$ cat src/rtl/m_ext_divider.sv
// Iterative radix-2 divider for RV32M DIV/DIVU/REM/REMU: one quotient bit per cycle,
// with divide-by-zero and signed overflow resolved at issue without iterating.
module m_ext_divider #(
  parameter int XLEN = 32
) (
  input  logic            clk,
  input  logic            rst_n,
  input  logic            start_i,
  input  logic [1:0]      op_i,
  input  logic [XLEN-1:0] rs1_i,
  input  logic [XLEN-1:0] rs2_i,
  input  logic            flush_i,
  output logic            busy_o,
  output logic            valid_o,
  output logic [XLEN-1:0] result_o
);

  localparam int CNT_W = $clog2(XLEN);
  localparam logic [XLEN-1:0]  INT_MIN  = {1'b1, {(XLEN-1){1'b0}}};
  localparam logic [XLEN-1:0]  ONE      = {{(XLEN-1){1'b0}}, 1'b1};
  localparam logic [CNT_W-1:0] CNT_LAST = CNT_W'(XLEN-1);
  localparam logic [CNT_W-1:0] CNT_DEC  = {{(CNT_W-1){1'b0}}, 1'b1};

  typedef enum logic [1:0] {
    S_IDLE = 2'd0,
    S_BUSY = 2'd1,
    S_DONE = 2'd2
  } state_t;

  function automatic logic [XLEN-1:0] cond_neg(input logic [XLEN-1:0] v, input logic neg);
    return neg ? (~v + ONE) : v;
  endfunction

  function automatic logic [XLEN-1:0] magnitude(input logic signed [XLEN-1:0] v,
                                                input logic is_signed);
    return cond_neg(v, is_signed && v[XLEN-1]);
  endfunction

  state_t           state_q, state_d;
  logic [XLEN-1:0]  quo_dvd_q;
  logic [XLEN-1:0]  dvs_q;
  logic [XLEN-1:0]  rem_q;
  logic [CNT_W-1:0] cnt_q;
  logic             op_rem_q;
  logic             neg_quo_q;
  logic             neg_rem_q;
  logic [XLEN-1:0]  result_q;
  logic             valid_q;

  // Issue decode: operand signs and the two cases that bypass iteration
  logic            is_signed_d;
  logic            sign1_d, sign2_d;
  logic            div_zero_d, overflow_d, special_d;
  logic [XLEN-1:0] special_res_d;
  logic            accept;

  assign is_signed_d   = ~op_i[0];
  assign sign1_d       = is_signed_d & rs1_i[XLEN-1];
  assign sign2_d       = is_signed_d & rs2_i[XLEN-1];
  assign div_zero_d    = (rs2_i == '0);
  assign overflow_d    = is_signed_d && (rs1_i == INT_MIN) && (rs2_i == '1);
  assign special_d     = div_zero_d | overflow_d;
  assign special_res_d = div_zero_d ? (op_i[1] ? rs1_i : '1)
                                    : (op_i[1] ? '0 : INT_MIN);
  assign accept        = (state_q == S_IDLE) && start_i && !flush_i;

  // One restoring step; the extra top bit keeps the compare exact for divisors >= 2^(XLEN-1)
  logic [XLEN:0]   rem_sh, rem_sub;
  logic            step_ge;
  logic [XLEN-1:0] rem_nx, quo_nx, final_res;

  assign rem_sh    = {rem_q, quo_dvd_q[XLEN-1]};
  assign rem_sub   = rem_sh - {1'b0, dvs_q};
  assign step_ge   = ~rem_sub[XLEN];
  assign rem_nx    = step_ge ? rem_sub[XLEN-1:0] : rem_sh[XLEN-1:0];
  assign quo_nx    = {quo_dvd_q[XLEN-2:0], step_ge};
  assign final_res = op_rem_q ? cond_neg(rem_nx, neg_rem_q) : cond_neg(quo_nx, neg_quo_q);

  always_comb begin
    state_d = state_q;
    unique case (state_q)
      S_IDLE: begin
        if (start_i && !flush_i) state_d = special_d ? S_DONE : S_BUSY;
      end
      S_BUSY: begin
        if (flush_i)              state_d = S_IDLE;
        else if (cnt_q == '0)     state_d = S_DONE;
      end
      S_DONE:  state_d = S_IDLE;
      default: state_d = S_IDLE;
    endcase
  end

  always_ff @(posedge clk) begin
    if (!rst_n) state_q <= S_IDLE;
    else        state_q <= state_d;
  end

  // The dividend shifts out of the top of quo_dvd_q while quotient bits shift in at the bottom
  always_ff @(posedge clk) begin
    if (!rst_n) begin
      quo_dvd_q <= '0;
      dvs_q     <= '0;
      rem_q     <= '0;
      cnt_q     <= '0;
      op_rem_q  <= 1'b0;
      neg_quo_q <= 1'b0;
      neg_rem_q <= 1'b0;
      result_q  <= '0;
      valid_q   <= 1'b0;
    end else begin
      valid_q <= 1'b0;
      if (accept) begin
        op_rem_q  <= op_i[1];
        neg_quo_q <= sign1_d ^ sign2_d;
        neg_rem_q <= sign1_d;
        quo_dvd_q <= magnitude(rs1_i, is_signed_d);
        dvs_q     <= magnitude(rs2_i, is_signed_d);
        rem_q     <= '0;
        cnt_q     <= CNT_LAST;
        if (special_d) begin
          result_q <= special_res_d;
          valid_q  <= 1'b1;
        end
      end else if (state_q == S_BUSY && !flush_i) begin
        quo_dvd_q <= quo_nx;
        rem_q     <= rem_nx;
        cnt_q     <= cnt_q - CNT_DEC;
        if (cnt_q == '0) begin
          result_q <= final_res;
          valid_q  <= 1'b1;
        end
      end
    end
  end

  assign busy_o   = (state_q != S_IDLE);
  assign valid_o  = valid_q;
  assign result_o = result_q;

endmodule

$ cat config.mk
export PLATFORM = sky130hd
export DESIGN_NAME = m_ext_divider
export DESIGN_NICKNAME = d
export VERILOG_FILES = /design/src/rtl/m_ext_divider.sv
export SDC_FILE = /design/constraint.sdc
export NUM_CORES = 1
export LEC_CHECK = 0
export ABC_AREA = 1
export CAP_MARGIN = 20
export CORE_MARGIN = 1
export CORE_UTILIZATION = 60
export DETAILED_ROUTE_END_ITERATION = 16
export PLACE_DENSITY_LB_ADDON = 0.12
export SLEW_MARGIN = 20
export SYNTH_ARGS = -nofsm -noshare
export SYNTH_HDL_FRONTEND = slang
export SYNTH_SLANG_ARGS = --single-unit
export TNS_END_PERCENT = 30
$ cat constraint.sdc
create_clock -name clk -period 5.4 [get_ports clk]
set_input_delay 0.81 -clock clk [delete_from_list [all_inputs] [get_ports clk]]
set_output_delay 0.81 -clock clk [all_outputs]
set_load 0.05 [all_outputs]
==> results of run 1 <==
stage by stage:
step	setup WS (ns)	area, µm²	hold WS [ns]	util
floorplan	1.33	12700	0.422	-
global placement	1.11	13800	0.435	0.673
detailed placement	1.02	13800	0.440	0.673
CTS	0.959	14300	0.455	0.700
global route	0.424	14300	0.467	0.700
finish	0.794	14300	0.450	0.700
Yosys cell counts (all sizes together) (12+ instances only):
master  count  area [µm²]
a31oi      12        75.1
nor3       57         347
nand2     648        2600
nand4      26         163
nand3     142         748
o22ai      42         263
ha         39         488
xor2       14         123
buf        20         196
inv       360        1350
o21ai     203        1080
dfxtp     139        2780
clkbuf     53         229
nor2      212         871
a21oi     131         693
routing by layer:
layer	vias to the layer above	global-route usage
li1	7197	-
met3	142	0.0756
met1	6690	0.552
met4	4	0.175
met5	-	0
met2	905	0.620
layout by cell type (no fill, tap or decap), drive strengths merged, types with 7 or more instances in the layout:
cell type	synthesis	routed
o22ai	42	42
xnor2	7	7
o21ai	203	203
nor4	10	10
dfxtp	139	139
a31oi	12	12
inv	360	370
nor3	57	57
clkbuf	53	17
nand3	142	142
xor2	14	14
o211ai	9	9
nand4	26	26
nand3b	7	7
nor2	212	212
nand2	648	648
clkinv	6	10
a21oi	131	131
clkdlybuf4s50	0	103
ha	39	39
buf	20	18
a32o	10	10
power breakdown:
group	switching, mW	internal (mW)
registers	0.0400	1.08
clock network	0.560	0.604
logic	1.49	0.629
final timing paths:
kind / start / end / slack [ns]
worst max-delay path: quo_dvd_q[31] / result_o[30] / 0.79
worst min-delay path: result_o[16] / result_o[16] / 0.45
worst max register to register: quo_dvd_q[31] / result_o[30] / 0.79
worst min register to register: result_o[16] / result_o[16] / 0.45
cell type report:
class | count | area, µm² | area share
multi-input cells | 1608 | 8140 | 0.567
flip-flops and latches | 139 | 2780 | 0.194
inverters | 366 | 1370 | 0.0958
repair buffers | 121 | 1170 | 0.0813
clock buffers | 17 | 425 | 0.0297
well taps | 270 | 338 | 0.0235
clock inverters | 15 | 125 | 0.00872
cell families after synthesis:
kind of cell             count (synthesis)
AO/OA/AOI/OAI                          438
XOR/XNOR                                21
adder cells (fa/ha/maj)                 40
buffers and inverters                  440
flip-flops                             139
AND/OR/NAND/NOR                       1109
worst max-delay path, delay by kind of cell (launching register included):
family,cells,cell delay (ns)
flip-flops,1,0.33
AND/OR/NAND/NOR,20,2.21
adder cells (fa/ha/maj),3,0.80
AO/OA/AOI/OAI,4,0.65
buffers and inverters,6,0.48
flip-flops by register name, indices dropped and copies added, names as in the netlist:
signal and count:
cnt_q 5, op_rem_q 1, result_o 32, state_q 2
neg_quo_q 1, valid_o 1, rem_q 32, quo_dvd_q 32
dvs_q 32, neg_rem_q 1
==> metrics.yaml, run 1 <==
synth.distinct_cells: 55
clk_pin_slew_ns: 0.07
grt_pass1_wl_mm: 69.0
diodes: 0
dp.cells: 2504
place.gp.congestion: 0.963
period_minus_slack_ns: 4.61
critPathSlowestCell: "fa_1"
worstMarginPinSlew_ns: 1.06
cts_resized: 0
synthAdderAreaFrac: 0.0400
ant_nets: 0
fin_setup_tns_ns: 0
port_buffers: 103
worstPathArrival_ns: 4.94
ctsHtreeMaxLevel: 4
ios: 104
routed_via_density: 5.89
drt_iter0_drc: 1986
vias: 14900
reg2reg_depth: 33
min_path_type: "register to register"
dr.pass1.iters: 6
ys_seq_area_frac: 0.219
setup_viol: 0
clk_path_buf_depth: 2
final.period_utilization: 0.853
grt_pass1_vias: 13400
synth_edf_count: 0
synth_top_family_by_area: "simple AND/OR/NAND/NOR gates"
grt_use_total: 0.404
fin_skew_ns: 0.0130
drive_gt1_frac: 0.0741
cts_tree: "built"
dr_wl_met2_mm: 18.8
fillCellCount: 1864
fin_nets: 2363
slowest_delay_ns: 0.41
synth_nets: 2297
finalMaxSlewViolations: 0
drt-total-wl_mm: 44.1
fp.coreArea_um2: 20500
grt-ovfl-total: 0
critical_path.most_common_cell: "nand2_1"
cts_sinks: 139
rsz0062_at_grt: "no"
cts_inserted_buffers: 17
max_freq_mhz: 217
avgSynthCellArea_um2: 5.81
ctsHoldBuffers: 0
cts_root_buf: "clkbuf_16"
cp_max_fo: 7
start_util: 0.620
rows: 52
ys_seq_elements: 139
synth_mux_area_frac: 0
syn_inst: 2187
wl_met1_mm: 18.3
cp-start-kind: "register"
dr_wl_met3_mm: 5.20
drc_errors: 0
dpl.hpwl_mm: 33.6
syn_area_um2: 12700
p_leak_nw: 7.06
wl_per_cell_um: 17.4
dieArea_um2: 21800
clk_latency_ns: 0.45
area_growth_pct: 12.9
die_y_um: 148
status: "completed"
crit_type: "register to register"
yosys.area_share.xor_xnor: 0.0145
p_total_mw: 4.41
finalNonFillerCells: 2536
synth-warning-count: 0
grt_max_degree: 65
async_flop_share: 0
crit_path_end_kind: "register"
postCtsSetupBuffers: 0
ir_worst_vdd_uv: 225
antenna_found_initial: 2
synthFlopType: "dfxtp_1"
synth-simple-area-share: 0.386
crit_required_ns: 5.73
top_layer_used: "met5"
synth_compound_area_frac: 0.199
holdPathStages: 2
hold_viol: 0
die_w_um: 148
slew_headroom: 0.290
p_per_area_nw_per_um2: 307
drv_cap: 0
Power figures use the tool's default switching activity.
==> run 2, diff against run 1 <==
--- a/config.mk
+++ b/config.mk
@@ -7,7 +7,7 @@
 export LEC_CHECK = 0
 export ABC_AREA = 1
 export CAP_MARGIN = 20
-export CORE_MARGIN = 1
+export CORE_MARGIN = 3
 export CORE_UTILIZATION = 60
 export DETAILED_ROUTE_END_ITERATION = 16
 export PLACE_DENSITY_LB_ADDON = 0.12
==> metrics.yaml, run 2 (synthesis gave the netlist of run 1 again) <==
period_minus_slack_ns: 4.58  # -0.0215 ns
rsz0062_at_grt: "no"
dieArea_um2: 23000  # +5.5%
fin_skew_ns: 0.0152  # +0.00219 ns
grt_pass1_vias: 13000  # -2.4%
critical_path.most_common_cell: "nand2_1"
drc_errors: 0  # unchanged
dpl.hpwl_mm: 33.6  # about the same
antenna_found_initial: 1  # -1
p_leak_nw: 7.07  # +0.15%
cts_root_buf: "clkbuf_16"
worstPathArrival_ns: 4.91  # -0.03 ns
final.period_utilization: 0.849  # -0.00399
setup_viol: 0  # unchanged
fin_nets: 2362  # -0.042%
wl_per_cell_um: 17.1  # -1.6%
cp-start-kind: "register"
slew_headroom: 0.335  # +0.0449
die_w_um: 152  # +2.7%
crit_required_ns: 5.73  # about the same
ctsHtreeMaxLevel: 4  # unchanged
max_freq_mhz: 218  # +0.47%
min_path_type: "register to register"
layout_common_cells: "nand2_1 (601), inv_1 (354), nor2_1 (192)"
grt_pass1_wl_mm: 67.9  # -1.6%
grt_use_total: 0.376  # -0.0281
cts_tree: "built"
fp.coreArea_um2: 20500  # unchanged
area_growth_pct: 13.2
slowest_delay_ns: 0.40  # about the same
final_common_cell: "nand2_1"
cts_inserted_buffers: 17  # unchanged
finalMaxSlewViolations: 0  # unchanged
clk_path_buf_depth: 2  # unchanged
ctsHoldBuffers: 0  # unchanged
crit_path_end_kind: "register"
finalNonFillerCells: 2536  # unchanged
dr.pass1.iters: 8  # +2
dp.cells: 2503  # -0.040%
drt-total-wl_mm: 43.4  # -1.6%
ios: 104  # unchanged
cp_max_fo: 7  # unchanged
routed_via_density: 5.80  # -1.5%
vias: 14700  # -1.5%
drv_cap: 0  # unchanged
cts_resized: 0  # unchanged
start_util: 0.620  # unchanged
p_per_area_nw_per_um2: 309  # +0.57%
rows: 52  # unchanged
p_total_mw: 4.44  # +0.83%
die_y_um: 152  # +2.7%
critPathSlowestCell: "fa_1"
grt_max_degree: 51  # -22%
crit_type: "register to register"
clk_latency_ns: 0.44  # about the same
ir_worst_vdd_uv: 223  # -1.3%
cts_sinks: 139  # unchanged
whs_ns: 0.453  # +0.00224 ns
place.gp.congestion: 1.04  # +8.4%
fin_setup_tns_ns: 0  # unchanged
clk_pin_slew_ns: 0.06  # about the same
ant_nets: 0  # unchanged
grt-ovfl-total: 0  # unchanged
postCtsSetupBuffers: 0  # unchanged
drt_iter0_drc: 1774  # -11%
utilization: 0.702  # +0.00183
drive_gt1_frac: 0.0737  # -0.000409
port_buffers: 103  # unchanged
hold_viol: 0  # unchanged
worstMarginPinSlew_ns: 0.997  # -0.0673 ns
status: "completed"
==> run 2: changes by cell type in the layout (fill, tap and decap cells not counted), sizes merged <==
cell and delta:
inv -4, bufinv +2, buf -1, clkbuf +1, clkinv +1, diode +1
==> run 2: metal layers <==
layer | vias to the layer above | part of all wire | GRT usage
met2 | 819 | 0.43 | 0.576
met5 | - | 0 | 0
met4 | 0 | 0.035 | 0.135
met3 | 105 | 0.11 | 0.0803
met1 | 6584 | 0.43 | 0.523
li1 | 7208 | - | -
==> run 2: final timing paths <==
check	from	end	slack, ns	depth (start not counted)
worst max-delay path	quo_dvd_q[31]	result_o[30]	0.82	33
worst min-delay path	result_o[29]	result_o[29]	0.45	2
worst max register to register	quo_dvd_q[31]	result_o[30]	0.82	33
worst min register to register	result_o[29]	result_o[29]	0.45	2
==> run 2: area by class of cell <==
| cell class | instances | area (µm²) |
|---|---|---|
| flip-flops and latches | 139 | 2780 |
| repair buffers | 120 | 1160 |
| clock buffers | 18 | 429 |
| well taps | 270 | 338 |
| inverters | 366 | 1370 |
| multi-input cells | 1608 | 8140 |
| fillers | 1907 | 6110 |
| clock inverters | 14 | 163 |
| diodes | 1 | 2.50 |
==> run 2: power by group <==
group | internal (mW) | total (mW) | switching [mW]
clock network | 0.693 | 1.23 | 0.535
registers | 1.08 | 1.13 | 0.0442
logic | 0.628 | 2.09 | 1.46
==> run 2: metrics by stage <==
stage               setup WS, ns  cell area [µm²]
floorplan                   1.33            12700
global placement            1.11            13800
detailed placement          1.01            13800
CTS                        0.952            14400
global route               0.389            14400
finish                     0.815            14400
==> run 2: critical path: cells and delay by family (launching register included) <==
family	cells	cell delay, ns
buffers and inverters	6	0.46
AOI/OAI and AO/OA	4	0.64
adders and majority gates	3	0.80
DFF	1	0.32
and+or+nand+nor	20	2.24
